File: src/rtl/pipe_pkg.sv
// Shared pipeline definitions: MIPS opcode/funct fields and the
// hazard controller state encoding.
package pipe_pkg;

  localparam logic [5:0] OP_RTYPE = 6'h00;
  localparam logic [5:0] OP_BEQ   = 6'h04;
  localparam logic [5:0] OP_BNE   = 6'h05;
  localparam logic [5:0] OP_SW    = 6'h2B;

  localparam logic [5:0] FN_JR    = 6'h08;
  localparam logic [5:0] FN_MFHI  = 6'h10;
  localparam logic [5:0] FN_MFLO  = 6'h12;
  localparam logic [5:0] FN_MULT  = 6'h18;
  localparam logic [5:0] FN_MULTU = 6'h19;
  localparam logic [5:0] FN_DIV   = 6'h1A;
  localparam logic [5:0] FN_DIVU  = 6'h1B;

  typedef enum logic [1:0] {
    RUN    = 2'd0,
    HOLD   = 2'd1,
    MDWAIT = 2'd2
  } hz_state_t;

  // $0 is hardwired, so a write to it never feeds a consumer.
  function automatic logic reg_hit(
    input logic [4:0] wr,
    input logic [4:0] rs,
    input logic [4:0] rt,
    input logic       use_rt
  );
    return (wr != 5'd0) &&
           ((wr == rs) || (use_rt && (wr == rt)));
  endfunction

endpackage

File: src/rtl/hazard_decode.sv
// ID-stage operand decode for the hazard controller:
// source registers, branch class and HI/LO readers.
module hazard_decode
  import pipe_pkg::*;
(
  input  logic [31:0] instr,
  output logic [4:0]  rs,
  output logic [4:0]  rt,
  output logic        uses_rt,
  output logic        branch,
  output logic        hilo_use
);

  logic [5:0] op;
  logic [5:0] fn;
  logic       unused_imm;

  assign op = instr[31:26];
  assign fn = instr[5:0];
  assign rs = instr[25:21];
  assign rt = instr[20:16];
  assign unused_imm = ^instr[15:6];

  always_comb begin
    uses_rt  = 1'b0;
    branch   = 1'b0;
    hilo_use = 1'b0;
    unique case (1'b1)
      (op == OP_RTYPE): begin
        uses_rt  = 1'b1;
        branch   = (fn == FN_JR);
        hilo_use = (fn == FN_MFHI) || (fn == FN_MFLO) ||
                   (fn == FN_MULT) || (fn == FN_MULTU) ||
                   (fn == FN_DIV)  || (fn == FN_DIVU);
      end
      (op == OP_BEQ),
      (op == OP_BNE): begin
        uses_rt = 1'b1;
        branch  = 1'b1;
      end
      (op == OP_SW): uses_rt = 1'b1;
      default: ;
    endcase
  end

endmodule

File: src/rtl/hazard_stall_controller.sv
// Pipeline stall/bubble/flush sequencing for hazards that
// forwarding cannot resolve (load-use, ID branch, HI/LO busy).
module hazard_stall_controller
  import pipe_pkg::*;
#(
  parameter int CNT_W = 16
) (
  input  logic             Clock,
  input  logic             Reset,
  input  logic [31:0]      ID_Instruction,
  input  logic             IDEX_MemRead,
  input  logic             IDEX_RegWrite,
  input  logic [4:0]       IDEX_WriteReg,
  input  logic             EXMEM_MemRead,
  input  logic [4:0]       EXMEM_WriteReg,
  input  logic             BranchTaken,
  input  logic             MulDivStart,
  input  logic             MulDivDone,
  output logic             PCWrite,
  output logic             IFIDWrite,
  output logic             IDEXBubble,
  output logic             IFIDFlush,
  output logic [CNT_W-1:0] StallCount,
  output logic [1:0]       HazardState
);

  hz_state_t  state;
  hz_state_t  state_nxt;
  logic [1:0] stall_left;
  logic [1:0] stall_left_nxt;
  logic       md_busy;

  logic [4:0] rs;
  logic [4:0] rt;
  logic       uses_rt;
  logic       branch;
  logic       hilo_use;

  logic       hit_ex;
  logic       hit_mem;
  logic       hz_md;
  logic       hz_br2;
  logic       hz_one;
  logic       hazard;
  logic       stall;

  hazard_decode u_dec (
    .instr    (ID_Instruction),
    .rs       (rs),
    .rt       (rt),
    .uses_rt  (uses_rt),
    .branch   (branch),
    .hilo_use (hilo_use)
  );

  assign hit_ex  = reg_hit(IDEX_WriteReg, rs, rt, uses_rt);
  assign hit_mem = reg_hit(EXMEM_WriteReg, rs, rt, uses_rt);

  assign hz_md  = md_busy && hilo_use && !MulDivDone;
  assign hz_br2 = branch && IDEX_RegWrite && hit_ex &&
                  IDEX_MemRead;
  assign hz_one = (IDEX_MemRead && hit_ex) ||
                  (branch && IDEX_RegWrite && hit_ex) ||
                  (branch && EXMEM_MemRead && hit_mem);
  assign hazard = hz_md || hz_br2 || hz_one;

  always_ff @(posedge Clock or negedge Reset) begin
    if (!Reset) begin
      state      <= RUN;
      stall_left <= 2'd0;
    end else begin
      state      <= state_nxt;
      stall_left <= stall_left_nxt;
    end
  end

  always_comb begin
    state_nxt      = state;
    stall_left_nxt = stall_left;
    unique case (state)
      RUN: begin
        if (hz_md) begin
          state_nxt = MDWAIT;
        end else if (hz_br2) begin
          state_nxt      = HOLD;
          stall_left_nxt = 2'd1;
        end
      end
      HOLD: begin
        if (stall_left != 2'd0)
          stall_left_nxt = stall_left - 2'd1;
        if (stall_left <= 2'd1)
          state_nxt = RUN;
      end
      MDWAIT: begin
        if (MulDivDone)
          state_nxt = RUN;
      end
      default: state_nxt = RUN;
    endcase
  end

  // Reset forces pass-through even with hazardous inputs present.
  always_comb begin
    stall      = 1'b0;
    PCWrite    = 1'b1;
    IFIDWrite  = 1'b1;
    IDEXBubble = 1'b0;
    IFIDFlush  = 1'b0;
    if (Reset) begin
      stall      = (state != RUN) || hazard;
      PCWrite    = !stall;
      IFIDWrite  = !stall;
      IDEXBubble = stall;
      IFIDFlush  = BranchTaken && !stall;
    end
  end

  assign HazardState = state;

  // Set wins over clear when a new op issues as the old one ends.
  always_ff @(posedge Clock or negedge Reset) begin
    if (!Reset)
      md_busy <= 1'b0;
    else if (MulDivStart)
      md_busy <= 1'b1;
    else if (MulDivDone)
      md_busy <= 1'b0;
  end

  always_ff @(posedge Clock or negedge Reset) begin
    if (!Reset)
      StallCount <= '0;
    else if (IDEXBubble && (StallCount != '1))
      StallCount <= StallCount +
                    {{(CNT_W-1){1'b0}}, 1'b1};
  end

endmodule

File: config.mk
export PLATFORM = sky130hd
export DESIGN_NAME = hazard_stall_controller
export DESIGN_NICKNAME = d
export VERILOG_FILES = /design/src/rtl/pipe_pkg.sv /design/src/rtl/hazard_decode.sv /design/src/rtl/hazard_stall_controller.sv
export SDC_FILE = /design/constraint.sdc
export NUM_CORES = 1
export LEC_CHECK = 0
export CORE_MARGIN = 2
export CORE_UTILIZATION = 37
export DETAILED_ROUTE_END_ITERATION = 10
export PLACE_DENSITY_LB_ADDON = 0.1
export SYNTH_ARGS = -nofsm -noshare
export SYNTH_HDL_FRONTEND = slang
export SYNTH_HIERARCHICAL = 1
export SYNTH_SLANG_ARGS = --single-unit
File: constraint.sdc
create_clock -name Clock -period 2.13 [get_ports Clock]
set_input_delay 0.3195 -clock Clock [delete_from_list [all_inputs] [get_ports Clock]]
set_output_delay 0.3195 -clock Clock [all_outputs]
set_load 0.05 [all_outputs]
==> metrics.md <==
| Metric | Value |
|---|---|
| TritonCTS clock tree | built |
| Core area | 0.003943 mm2 |
| Io pins | 72 |
| Post-route cell area | 0.002704 mm2 |
| First-pass GRT wire length | 7107 um |
| Sw Share | approximately 33% |
| DR vias | 1516 |
| Post-synthesis net count | 213 |
| Max cap viols | 0 |
| Diodes inserted | 0 |
| Slew HR | roughly two thirds |
| Post-synth top cells | xnor2_1 (29), dfrtp_1 (21), nand3_1 (14) |
| Wirelength per Cell | 14.88 um |
| Post-synth top area share | between 30% and 40% |
| Initial DRC Count | 48 |
| Clk sinks | 21 |
| Most common cell in the synthesized netlist | xnor2_1 |
| Filler cells | ~320 |
| RSZ-0062 raised after global routing | yes |
| Post-synth EDFFs | 0 |
| First-pass DRT Iterations | 4 |
| Post-synth ARST share | 100.0% |
| Number of global-route vias before repair | 1597 |
| Initial antenna violation count | 0 |
| Row cnt | 23 |
| Worst hold path class | reg -> reg |
| Maximum level of the CTS H-tree | 1 |
| Yosys warnings | 6 |
| Yosys reg bits | 21 |
| Cell variety after synth | 34 |
| I/O Buffers | 61 |
| WHS | around 0.5 ns |
| DP Area | between 0.002 and 0.0025 mm2 |
| Max Slew Vio Count | 0 |
| Post-synth top flop | dfrtp_1 |
| Nets@finish | 306 |
| Max Fclk | 0.4223 GHz |
| Area growth from synthesis to layout | 79.78% |
| Crit. End Element | output pin |
| Setup Skew | 0.005518 ns |
| Global Route Usage Sum | between 20% and 30% |
| Area of the multi-input gates | 0.001094 mm2 |
| TritonCTS Buffers | 3 |
| Vias per cell | 5.020 |
| Mapped Cells | between 150 and 200 |
| WP data required | 1.81 ns |
| Clk_lat worst skew | ~0.25 ns |
| Root buffer cell | clkbuf_8 |
| Sequential Power Share | between 40% and 50% |
| Worst-path cell chain | buf_6, or3_4, o311a_4, a2111oi_4, and4_4, buf_12 |
| Critical path's slowest cell | a2111oi_4 |
| DRC | 0 |
| Synth area leaders | dfrtp_1 (35%), xnor2_1 (17%), buf_4 (5.5%), nand3_1 (4.7%), nand4_1 (3.7%) |
| Antenna-violating nets left | 0 |
| CP Data Arrival Time | 2.05 ns |
| Max stage delay on crit path | 0.49 ns |
| Setup violators final | 7 |
| Ratio of cells with drive above 1 in the final layout | 36.11% |
| Status | finished, violations left |
| Largest area contributor in the netlist | dfrtp_1 |
| Failing checks | setup timing |
| Final worst-path cycle share | 111.2% |
| Post-synthesis average cell area | ~9.4 um2 |
| Die area | 0.004591 mm2 |
| Die X | a little under 70 um |
| Static leakage | 1.157 nW |
| CTS Buffer Depth | 2 |
| Initial Utilization | 38.15% |
| Grt ovf | 0 |
| Hold Buf Count CTS | 0 |
| Crit path max fanout | 3 |
| Sequential cell area fraction in the yosys report | 34.94% |
| Post-Syn Area | 0.001504 mm2 |
| Peak supply drop | 0.6622 mV |
| Final WS setup | -0.2381 ns |
| Pint | approximately 0.76 mW |
| Setup CP Type | in -> out |
| DP Wirelength | 3422 um |
| Period minus WS final | 2.368 ns |
| Gate power share | 36.8% |
| RD Place Congestion | 0.7979 |
| Final Hold Vio Count | 0 |
| Pin count of the biggest net entering global routing | 13 |
| Crit start category | input pin |
| Psw | 0.3705 mW |
| Actual slew at the worst max-slew pin | 0.5138 ns |
| Clock power share | 22.8% |
| Routed Wire Length | 4493 um |
| CTS clk-pin slew, worst paths | approximately 0.070 ns |
| Register area | 530.5 um2 |
| Die Y | 67.76 um |
| Power Density | 418.1 mW/mm2 |
-- through the flow --
stage	std cells	setup TNS, ns	utilization, %	setup slack [ns]	total power, mW
2_1_floorplan	160	-2.113	-	-0.6775	0.6648
5_1_grt	302	-1.878	68.58	-0.3032	1.185
4_1_cts	301	-1.366	66.11	-0.2659	1.125
3_5_place_dp	288	-13.06	60.74	-0.6848	0.8624
3_3_place_gp	288	-11.44	60.74	-0.6322	0.8557
6_report	302	-0.9255	68.58	-0.2381	1.131
-- worst paths after layout --
check	slack, ns	depth (start not counted)	startpoint	endpoint
max	-0.24	6	EXMEM_WriteReg[0]	IFIDFlush
min	0.49	1	md_busy	md_busy
max reg2reg	0.10	7	StallCount[7]	StallCount[1]
min reg2reg	0.49	1	md_busy	md_busy
max in group asynchronous	1.43	2	Reset	md_busy
min in group asynchronous	0.53	2	Reset	StallCount[14]
-- worst max-delay path: cells and delay by family --
kind / cells / cell delay (ns)
simple gates: 2 / 0.68
buf+inv: 2 / 0.22
compound gates: 2 / 0.82
-- power groups by stage --
stage | Combinational [mW] | Sequential (mW) | Clock, mW
5_1_grt | 0.441 | 0.461 | 0.283
3_3_place_gp | 0.394 | 0.462 | 0
4_1_cts | 0.407 | 0.456 | 0.261
2_1_floorplan | 0.130 | 0.535 | 0
6_report | 0.416 | 0.456 | 0.258
3_5_place_dp | 0.401 | 0.462 | 0
-- cell usage in the layout, fill, tap and decap left out, types with 2 or more instances in the layout --
cell type and n:
xnor2_1 27, buf_4 27, clkdlybuf4s50_1 25, dlygate4sd2_1 22, dfrtp_1 17, buf_6 14
nand3_1 10, nand2_1 9, nand4_1 9, nor2_1 8, dfrtp_2 4, inv_1 4
nor3_1 4, buf_12 4, and3_1 3, and4_1 3, a21oi_1 3, ha_1 3
clkbuf_8 3, buf_2 3, nand2_4 2, xor2_1 2, a21o_1 2, nand3_2 2
a21oi_4 2, xnor2_2 2, mux2_4 2, nand3_4 2, o22a_1 2, dlymetal6s2s_1 2
buf_8 2, or4_4 2, a21oi_2 2
-- area by class of cell --
class                      count  share of cell area [%]
inverter                       5                  0.6941
clock buffer                   4                   1.666
timing repair buffer          99                   35.26
sequential                    21                   19.62
multi-input combinational    123                   40.44
tap                           50                   2.314
-- cells by family after synthesis --
group	Yosys count	synth area share (%)
AOI/OAI and AO/OA	19	10.90
DFF	21	34.94
buffers and inverters	16	6.739
muxes	3	2.412
and+or+nand+nor	66	23.88
xor gates and xnor gates	32	18.64
adders and majority gates	3	2.496
-- timing repair --
action                                  in CTS  in global routing
endpoints found under the setup margin      23                 23
gates resized for setup                     89                 16
buffers inserted                            16                  3
pin swaps                                   29                 23
-- state kept, by name, summed over array words and instances, names as in the netlist --
| register | cells |
|---|---|
| HazardState | 2 |
| md_busy | 1 |
| StallCount | 16 |
| stall_left | 2 |
-- per-layer routing --
layer  vias to the layer above  wire [um]  track usage, %
met3                         2        265           2.333
li1                        748          -               -
met5                         -          0               0
met1                       728       1920           25.05
met2                        38       2286           37.62
met4                         0         20           3.827
(Power assumes the default switching activity.)
